$ cat src/rtl/ft_restore_seq_if.sv
// Bundle of recovery-sequencer signals between the sequencer, safe memory,
// the lockstep cores and the fault-tolerance controller.
interface ft_restore_seq_if #(
  parameter int ADDR_WIDTH = 5,
  parameter int DATA_WIDTH = 32
);
  logic                  recover_i;
  logic [ADDR_WIDTH-1:0] rf_raddr_o;
  logic [DATA_WIDTH-1:0] rf_rdata_i;
  logic [DATA_WIDTH-1:0] pc_rdata_i;
  logic                  core_halt_o;
  logic                  core_we_o;
  logic [ADDR_WIDTH-1:0] core_waddr_o;
  logic [DATA_WIDTH-1:0] core_wdata_o;
  logic                  core_pc_set_o;
  logic [DATA_WIDTH-1:0] core_pc_o;
  logic                  done_o;
  logic                  busy_o;
  logic [7:0]            restore_cnt_o;

  // Sequencer side
  modport master (
    input  recover_i, rf_rdata_i, pc_rdata_i,
    output rf_raddr_o, core_halt_o, core_we_o, core_waddr_o, core_wdata_o,
           core_pc_set_o, core_pc_o, done_o, busy_o, restore_cnt_o
  );

  // Environment side (controller, safe memory, cores)
  modport slave (
    output recover_i, rf_rdata_i, pc_rdata_i,
    input  rf_raddr_o, core_halt_o, core_we_o, core_waddr_o, core_wdata_o,
           core_pc_set_o, core_pc_o, done_o, busy_o, restore_cnt_o
  );
endinterface

$ cat src/rtl/ft_restore_seq.sv
// Recovery sequencer: halts both lockstep cores, streams checkpointed x1..xN
// from safe memory into the cores, loads the PC, then pulses done.
module ft_restore_seq #(
  parameter int ADDR_WIDTH    = 5,
  parameter int DATA_WIDTH    = 32,
  parameter int SETTLE_CYCLES = 4
) (
  input logic              clk_i,
  input logic              rst_i,
  ft_restore_seq_if.master bus
);

  typedef enum logic [2:0] {
    S_IDLE,
    S_HALT,
    S_COPY,
    S_PC,
    S_DONE
  } state_t;

  localparam logic [ADDR_WIDTH-1:0] LAST_ADDR   = '1;
  localparam logic [ADDR_WIDTH-1:0] FIRST_ADDR  = ADDR_WIDTH'(1);
  localparam logic [7:0]            SETTLE_LOAD = 8'(SETTLE_CYCLES - 1);

  state_t                state_q, state_d;
  logic                  recover_q;
  logic [7:0]            settle_q;
  logic [ADDR_WIDTH-1:0] addr_q;
  logic                  we_q;
  logic [ADDR_WIDTH-1:0] waddr_q;
  logic [7:0]            cnt_q;
  logic                  start;

  assign start = bus.recover_i & ~recover_q;

  // State register, settle/address counters, one-stage write pipeline, restore counter
  always_ff @(posedge clk_i) begin
    if (rst_i) begin
      state_q   <= S_IDLE;
      recover_q <= 1'b0;
      settle_q  <= '0;
      addr_q    <= '0;
      we_q      <= 1'b0;
      waddr_q   <= '0;
      cnt_q     <= '0;
    end else begin
      state_q   <= state_d;
      recover_q <= bus.recover_i;
      case (state_q)
        S_IDLE: if (start) settle_q <= SETTLE_LOAD;
        S_HALT: begin
          if (settle_q != '0) settle_q <= settle_q - 8'd1;
          addr_q <= FIRST_ADDR;
        end
        S_COPY: addr_q <= addr_q + FIRST_ADDR;
        default: ;
      endcase
      // The write lags the read by one cycle to meet the memory read latency
      we_q    <= (state_q == S_COPY);
      waddr_q <= (state_q == S_COPY) ? addr_q : '0;
      if (state_q == S_DONE && cnt_q != 8'hFF) cnt_q <= cnt_q + 8'd1;
    end
  end

  // Next-state logic and output decode
  always_comb begin
    state_d           = state_q;
    bus.rf_raddr_o    = '0;
    bus.core_halt_o   = 1'b0;
    bus.core_pc_set_o = 1'b0;
    bus.core_pc_o     = '0;
    bus.done_o        = 1'b0;
    bus.busy_o        = 1'b0;
    bus.core_we_o     = we_q;
    bus.core_waddr_o  = waddr_q;
    bus.core_wdata_o  = we_q ? bus.rf_rdata_i : '0;
    bus.restore_cnt_o = cnt_q;
    case (state_q)
      S_IDLE: begin
        if (start) state_d = S_HALT;
      end
      S_HALT: begin
        bus.core_halt_o = 1'b1;
        bus.busy_o      = 1'b1;
        if (settle_q == '0) state_d = S_COPY;
      end
      S_COPY: begin
        bus.core_halt_o = 1'b1;
        bus.busy_o      = 1'b1;
        bus.rf_raddr_o  = addr_q;
        if (addr_q == LAST_ADDR) state_d = S_PC;
      end
      S_PC: begin
        bus.core_halt_o   = 1'b1;
        bus.busy_o        = 1'b1;
        bus.core_pc_set_o = 1'b1;
        bus.core_pc_o     = bus.pc_rdata_i;
        state_d           = S_DONE;
      end
      S_DONE: begin
        bus.core_halt_o = 1'b1;
        bus.busy_o      = 1'b1;
        bus.done_o      = 1'b1;
        state_d         = S_IDLE;
      end
      default: state_d = S_IDLE;
    endcase
  end

endmodule

$ cat src/flat_wrapper.sv
// flat-port wrapper written by rule: the top's interface ports become plain ports
module ft_restore_seq_flat 
#(
  parameter int ADDR_WIDTH    = 5,
  parameter int DATA_WIDTH    = 32,
  parameter int SETTLE_CYCLES = 4
)
  (clk_i, rst_i, bus_recover_i, bus_rf_rdata_i, bus_pc_rdata_i, bus_rf_raddr_o, bus_core_halt_o, bus_core_we_o, bus_core_waddr_o, bus_core_wdata_o, bus_core_pc_set_o, bus_core_pc_o, bus_done_o, bus_busy_o, bus_restore_cnt_o);
  ft_restore_seq_if #(.ADDR_WIDTH(ADDR_WIDTH), .DATA_WIDTH(DATA_WIDTH)) bus_i ();
  input logic clk_i;
  input logic rst_i;
  input wire logic [$bits(bus_i.recover_i)-1:0] bus_recover_i;
  input wire logic [$bits(bus_i.rf_rdata_i)-1:0] bus_rf_rdata_i;
  input wire logic [$bits(bus_i.pc_rdata_i)-1:0] bus_pc_rdata_i;
  output wire logic [$bits(bus_i.rf_raddr_o)-1:0] bus_rf_raddr_o;
  output wire logic [$bits(bus_i.core_halt_o)-1:0] bus_core_halt_o;
  output wire logic [$bits(bus_i.core_we_o)-1:0] bus_core_we_o;
  output wire logic [$bits(bus_i.core_waddr_o)-1:0] bus_core_waddr_o;
  output wire logic [$bits(bus_i.core_wdata_o)-1:0] bus_core_wdata_o;
  output wire logic [$bits(bus_i.core_pc_set_o)-1:0] bus_core_pc_set_o;
  output wire logic [$bits(bus_i.core_pc_o)-1:0] bus_core_pc_o;
  output wire logic [$bits(bus_i.done_o)-1:0] bus_done_o;
  output wire logic [$bits(bus_i.busy_o)-1:0] bus_busy_o;
  output wire logic [$bits(bus_i.restore_cnt_o)-1:0] bus_restore_cnt_o;
  assign bus_i.recover_i = bus_recover_i;
  assign bus_i.rf_rdata_i = bus_rf_rdata_i;
  assign bus_i.pc_rdata_i = bus_pc_rdata_i;
  assign bus_rf_raddr_o = bus_i.rf_raddr_o;
  assign bus_core_halt_o = bus_i.core_halt_o;
  assign bus_core_we_o = bus_i.core_we_o;
  assign bus_core_waddr_o = bus_i.core_waddr_o;
  assign bus_core_wdata_o = bus_i.core_wdata_o;
  assign bus_core_pc_set_o = bus_i.core_pc_set_o;
  assign bus_core_pc_o = bus_i.core_pc_o;
  assign bus_done_o = bus_i.done_o;
  assign bus_busy_o = bus_i.busy_o;
  assign bus_restore_cnt_o = bus_i.restore_cnt_o;
  ft_restore_seq #(.ADDR_WIDTH(ADDR_WIDTH), .DATA_WIDTH(DATA_WIDTH), .SETTLE_CYCLES(SETTLE_CYCLES)) u_core (.clk_i(clk_i), .rst_i(rst_i), .bus(bus_i));
endmodule
$ cat config.mk
export PLATFORM = sky130hd
export DESIGN_NAME = ft_restore_seq_flat
export DESIGN_NICKNAME = d
export VERILOG_FILES = /design/src/rtl/ft_restore_seq_if.sv /design/src/rtl/ft_restore_seq.sv /design/src/flat_wrapper.sv
export SDC_FILE = /design/constraint.sdc
export NUM_CORES = 1
export LEC_CHECK = 0
export ABC_AREA = 0
export BUFFER_PORTS_ARGS = -buffer_cell sky130_fd_sc_hd__buf_2
export CORE_MARGIN = 4
export CORE_UTILIZATION = 42
export CTS_CLUSTER_SIZE = 30
export DETAILED_ROUTE_END_ITERATION = 10
export PLACE_DENSITY = 0.88
export SYNTH_ARGS = -nofsm -noshare
export SYNTH_HDL_FRONTEND = slang
export SYNTH_SLANG_ARGS = --single-unit
$ cat constraint.sdc
create_clock -name clk_i -period 4.1 [get_ports clk_i]
set_input_delay 0.82 -clock clk_i [delete_from_list [all_inputs] [get_ports clk_i]]
set_output_delay 0.82 -clock clk_i [all_outputs]
set_load 0.02 [all_outputs]
==> impl_metrics.env, run 1 <==
export IMPL_grt_pass1_wl_um=8238
export IMPL_placed_cells_incl_taps=411
export IMPL_cts_hold_buf=0
export IMPL_htreeDepth=2
export IMPL_slew_violations=0
export IMPL_grt_start_max_net_pins=35
export IMPL_grt_overflow=0
export IMPL_setup_viol=0
export IMPL_rsz0062_at_grt="false"
export IMPL_path_class="reg -> out"
export IMPL_skew_ns=0.009958
export IMPL_hold_depth=2
export IMPL_rows=23
export IMPL_start_kind="register"
export IMPL_clk_latency_ns=0.29
export IMPL_min_to="u_core.settle_q[5]"
export IMPL_period_share_pct=65.91
export IMPL_synth_edf_count=0
export IMPL_routed_wl_um=5467
export IMPL_reg2reg_to="u_core.bus.restore_cnt_o[7]"
export IMPL_layout_commonest_cell="buf_2"
export IMPL_crit_arrival_ns=1.88
export IMPL_syn_inst=222
export IMPL_numCtsBuffers=5
export IMPL_worstSetupEndpointType="output pin"
export IMPL_slowest_stage="and3b_1"
export IMPL_antenna_found_initial=0
export IMPL_viasPerCell=4.864
export IMPL_p_per_area_nw_per_um2=316.9
export IMPL_fmax_mhz=370.1
export IMPL_wl_per_cell_um=13.05
export IMPL_hold_start="u_core.settle_q[5]"
export IMPL_layout_common_cells="buf_2, and2_1, dfxtp_1, nor2_1, a21oi_1"
export IMPL_cts_sinks=31
export IMPL_synth_top_flop_cell="dfxtp_1"
export IMPL_finalNonFillerCells=419
export IMPL_hold_violations=0
export IMPL_drtIter0Drc=81
export IMPL_maxSlewHeadroom_pct=47.20
export IMPL_cts_setup_buffers=0
export IMPL_max_slew_worst_pin_slew_ns=0.7920
export IMPL_cts_root_buf="clkbuf_8"
export IMPL_grt_pass1_vias=1904
export IMPL_vdd_drop_max_mv=0.1888
export IMPL_finalCriticalPeriod_ns=2.702
export IMPL_r2r_start="u_core.state_q[2]"
export IMPL_hp_class="reg -> reg"
export IMPL_cts_tree="yes"
export IMPL_status="finished clean"
export IMPL_synthesis_nets=294
export IMPL_crit_fanout=34
export IMPL_layout_drive_gt1_share_pct=45.53
export IMPL_ys_seq_elements=31
export IMPL_leakagePower_nw=1.531
export IMPL_syn_area_sq_um=1834
export IMPL_fp_coreArea_sq_um=4115
export IMPL_vias=2038
export IMPL_num_io_pins=154
export IMPL_reg2reg_setup_slack_ns=2.17
export IMPL_crit_chain="and3b_1 > and2_1 > buf_2"
export IMPL_crit_required_ns=3.28
export IMPL_avgSynthCellArea_sq_um=8.262
export IMPL_hpwl_um=4533
export IMPL_start_util_pct=44.57
export IMPL_dieWidth_um=74.09
export IMPL_clock_path_buffers=2
export IMPL_gp_congestion=0.8615
export IMPL_placement_io_buffers=153
export IMPL_syn_to_final_growth_pct=48.23
export IMPL_n_antenna_cell=0
export IMPL_max_stage_delay_ns=0.73
export IMPL_ys_warn_count=0
export IMPL_nets=440
export IMPL_drtAntennaViolNets=0
export IMPL_post_cts_resized=0
export IMPL_synthArstFlopShare_pct=0
export IMPL_final_util_pct=66.07
export IMPL_ff2ff_path_depth=4
export IMPL_firstDrtPassIters=4
export IMPL_dieArea_sq_um=5489
export IMPL_post_route_drc_count=0
export IMPL_yosysSeqAreaShare_pct=33.83
export IMPL_cts_reportedPaths_clkPinSlew_ns=0.06
export IMPL_maxCapViolations=0
export IMPL_tns_ns=0
export IMPL_yosysUniqueCellTypes=42
export IMPL_die_y_um=74.09
export IMPL_track_usage_pct=19.39
## critical path, delay by kind of cell, from the launching register on
kind / cells / cell delay (ns)
buffers and inverters: 1 / 0.17
DFF: 1 / 0.48
and+or+nand+nor: 2 / 0.96
## how the worst max path moves through the flow
| stage | slack, ns | end | cells past startpoint | startpoint |
|---|---|---|---|---|
| 2_1_floorplan | 1.85 | bus_core_pc_o[22] | 5 | u_core.state_q[2] |
| 3_3_place_gp | 1.74 | bus_core_pc_o[8] | 3 | u_core.state_q[1] |
| 3_5_place_dp | 1.66 | bus_core_pc_o[26] | 3 | u_core.state_q[0] |
| 4_1_cts | 1.36 | bus_core_pc_o[5] | 3 | u_core.state_q[0] |
| 5_1_grt | 1.17 | bus_core_pc_o[6] | 3 | u_core.state_q[0] |
| 6_report | 1.40 | bus_core_pc_o[5] | 3 | u_core.state_q[0] |
## sequential cells by signal, indices dropped and copies added (netlist names)
signal	cells
u_core.recover_q	1
u_core.addr_q	5
u_core.state_q	3
u_core.bus.restore_cnt_o	8
u_core.bus.core_we_o	1
u_core.settle_q	8
u_core.bus.core_waddr_o	5
## final cells by class
cell class,instances,area [sq um]
well taps,50,62.56
inverters,5,18.77
clock inverters,2,35.03
fillers,360,1396
repair buffers,154,773.2
flip-flops and latches,31,620.6
multi-input cells,171,1126
clock buffers,6,82.58
## synthesized netlist by cell type, types with 3 or more instances
master,instances,area share (%)
xnor2_1,4,1.9
buf_4,3,1.2
or2_2,3,1.0
clkbuf_1,9,1.8
dfxtp_1,31,34
inv_1,5,1.0
nand4_1,3,1.0
nor3b_1,3,1.2
nor3_1,4,1.1
a21oi_1,9,2.5
and2_1,76,26
nor2b_1,5,1.7
a211oi_1,5,2.0
nand3_1,3,0.82
xor2_1,4,1.9
ha_1,5,3.4
nor4_1,4,1.4
nor2_1,14,2.9
or4_1,3,1.2
## per-stage QoR
stage | hold WS [ns] | cell area [sq um] | worst slack (ns) | power [mW]
floorplan | 0.4583 | 1834 | 1.854 | 0.4874
finish | 0.4946 | 2719 | 1.398 | 0.8616
CTS | 0.4966 | 2719 | 1.359 | 0.8701
detailed placement | 0.4874 | 2601 | 1.660 | 0.5609
global placement | 0.4765 | 2601 | 1.743 | 0.5539
global route | 0.5213 | 2719 | 1.170 | 0.9101
## layer usage
metal  routed length, um  global-route usage, %
met1                1924                  19.21
met2                2838                  39.07
met3                 674                  5.676
met4                  29                  4.225
met5                   0                      0
## logic make-up after synthesis
family          after synthesis  synth area share, %
simple gates                129                42.91
xor+xnor                      8                3.820
compound gates               26                9.550
fa+ha+maj                     5                3.411
flops                        31                33.83
buf+inv                      20                4.775
mux                           3                1.705
## where the power goes
part	internal (mW)	total, mW	switching [mW]
clock network	0.196	0.309	0.112
registers	0.317	0.339	0.0222
logic	0.0948	0.214	0.119
total	0.608	0.862	0.254
Note: power is estimated with default switching activity, not from simulation.
==> inputs of run 2 (changes only) <==
CORE_UTILIZATION = 35   (was 42)
PLACE_DENSITY = 0.78   (was 0.88)
clock period = 2.3 ns   (was 4.1 ns; I/O delays follow)
==> run 2 against run 1 <==
Effect of this change:
- combinational power grew 79%
- sequential power grew 78%
- die area grew 18%
- critical path type unchanged
- largest cell class unchanged
==> impl_metrics.env, run 2 (same netlist as run 1, synthesis figures left out) <==
export IMPL_fmax_mhz=501.3
export IMPL_vias=2057
export IMPL_drtAntennaViolNets=0
export IMPL_post_dp_cell_area_sq_um=2641
export IMPL_cts_hold_buf=0
export IMPL_rows=26
export IMPL_wl_per_cell_um=12.85
export IMPL_hpwl_um=4676
export IMPL_drtIter0Drc=72
export IMPL_start_util_pct=35.91
export IMPL_p_per_area_nw_per_um2=518.8
export IMPL_grt_overflow=0
export IMPL_setup_viol=0
export IMPL_syn_to_final_growth_pct=48.77
export IMPL_max_slew_worst_pin_slew_ns=0.6610
export IMPL_die_y_um=80.39
export IMPL_final_util_pct=53.43
export IMPL_gp_congestion=0.7563
export IMPL_antenna_found_initial=0
export IMPL_slew_violations=0
export IMPL_post_route_drc_count=0
export IMPL_start_kind="register"
export IMPL_hp_class="in -> reg"
export IMPL_worstSetupEndpointType="output pin"
export IMPL_crit_required_ns=1.84
export IMPL_pre_cts_ws_ns=0.4610
export IMPL_leakagePower_nw=1.528
export IMPL_path_class="reg -> out"
export IMPL_fin_ws_ns=0.3051
export IMPL_track_usage_pct=17.13
export IMPL_clk_latency_ns=0.28
export IMPL_numCtsBuffers=5
export IMPL_placement_io_buffers=153
export IMPL_clock_path_buffers=2
export IMPL_ff2ff_path_depth=6
export IMPL_status="finished clean"
export IMPL_post_cts_resized=0
export IMPL_cts_reportedPaths_clkPinSlew_ns=0.06
export IMPL_layout_drive_gt1_share_pct=45.68
export IMPL_num_io_pins=154
export IMPL_layout_common_cells="buf_2, and2_1, dfxtp_1, nor2_1, a21oi_1"
export IMPL_vdd_drop_max_mv=0.2453
export IMPL_nets=442
export IMPL_crit_fanout=34
export IMPL_grt_start_max_net_pins=35
export IMPL_cts_tree="yes"
export IMPL_finalCriticalPeriod_ns=1.995
export IMPL_postLayoutCellArea_sq_um=2729
export IMPL_cts_setup_buffers=0
export IMPL_maxCapViolations=0
export IMPL_cts_sinks=31
export IMPL_firstDrtPassIters=4
export IMPL_n_antenna_cell=0
export IMPL_maxSlewHeadroom_pct=55.87
export IMPL_tns_ns=0
export IMPL_viasPerCell=4.675
export IMPL_grt_pass1_vias=1897
export IMPL_p_total_mw=1.416
export IMPL_skew_ns=0.004015
export IMPL_htreeDepth=2
export IMPL_hold_violations=0
export IMPL_dieWidth_um=80.39
export IMPL_cts_root_buf="clkbuf_8"
export IMPL_routed_wl_um=5654
export IMPL_fp_coreArea_sq_um=5107
export IMPL_rsz0062_at_grt="false"
export IMPL_layout_commonest_cell="buf_2"
export IMPL_crit_arrival_ns=1.53
export IMPL_grt_pass1_wl_um=8535
export IMPL_hold_depth=2
export IMPL_period_share_pct=86.73
export IMPL_dieArea_sq_um=6463
run 2: cell types whose count changed in the layout (fill, tap and decap cells not counted), sizes merged:
cell and delta:
bufinv -1, buf +2
run 2: critical path: stages, from the launching register on:
cell and delay (ns):
dfxtp_1 0.47, and3b_1 0.21, buf_4 0.24, and2_1 0.16, buf_2 0.16
run 2: worst paths after layout:
| check | startpoint | slack [ns] | endpoint |
|---|---|---|---|
| max reg2reg | u_core.settle_q[0] | 0.46 | u_core.settle_q[4] |
| max | u_core.state_q[1] | 0.31 | bus_core_pc_o[12] |
| min reg2reg | u_core.settle_q[0] | 0.50 | u_core.settle_q[0] |
| min | bus_recover_i | 0.45 | u_core.recover_q |
run 2: per-stage QoR:
stage / std cells / hold WS (ns)
3_3_place_gp: 433 / 0.4748
6_report: 440 / 0.4482
5_1_grt: 440 / 0.4644
4_1_cts: 440 / 0.4422
2_1_floorplan: 222 / 0.4583
3_5_place_dp: 433 / 0.4823
run 2: report_power, final:
part	total, mW	switching [mW]	internal, mW	leakage [nW]
Combinational	0.384	0.213	0.171	1.23
Clock	0.426	0.192	0.234	0.0470
Sequential	0.605	0.0400	0.565	0.251
Total	1.42	0.445	0.971	1.53
run 2: layout make-up:
type | count | area [sq um]
fillers | 493 | 2379
inverters | 5 | 18.77
clock buffers | 6 | 82.58
repair buffers | 156 | 788.3
well taps | 70 | 87.58
clock inverters | 1 | 5.005
multi-input cells | 171 | 1126
flip-flops and latches | 31 | 620.6
run 2: metal layers:
layer	share of wire, %	GRT usage [%]	vias up
li1	-	-	1038
met1	36	17.61	883
met2	51	32.04	125
met3	11	4.933	11
met4	2.0	7.095	0
met5	0	0	-
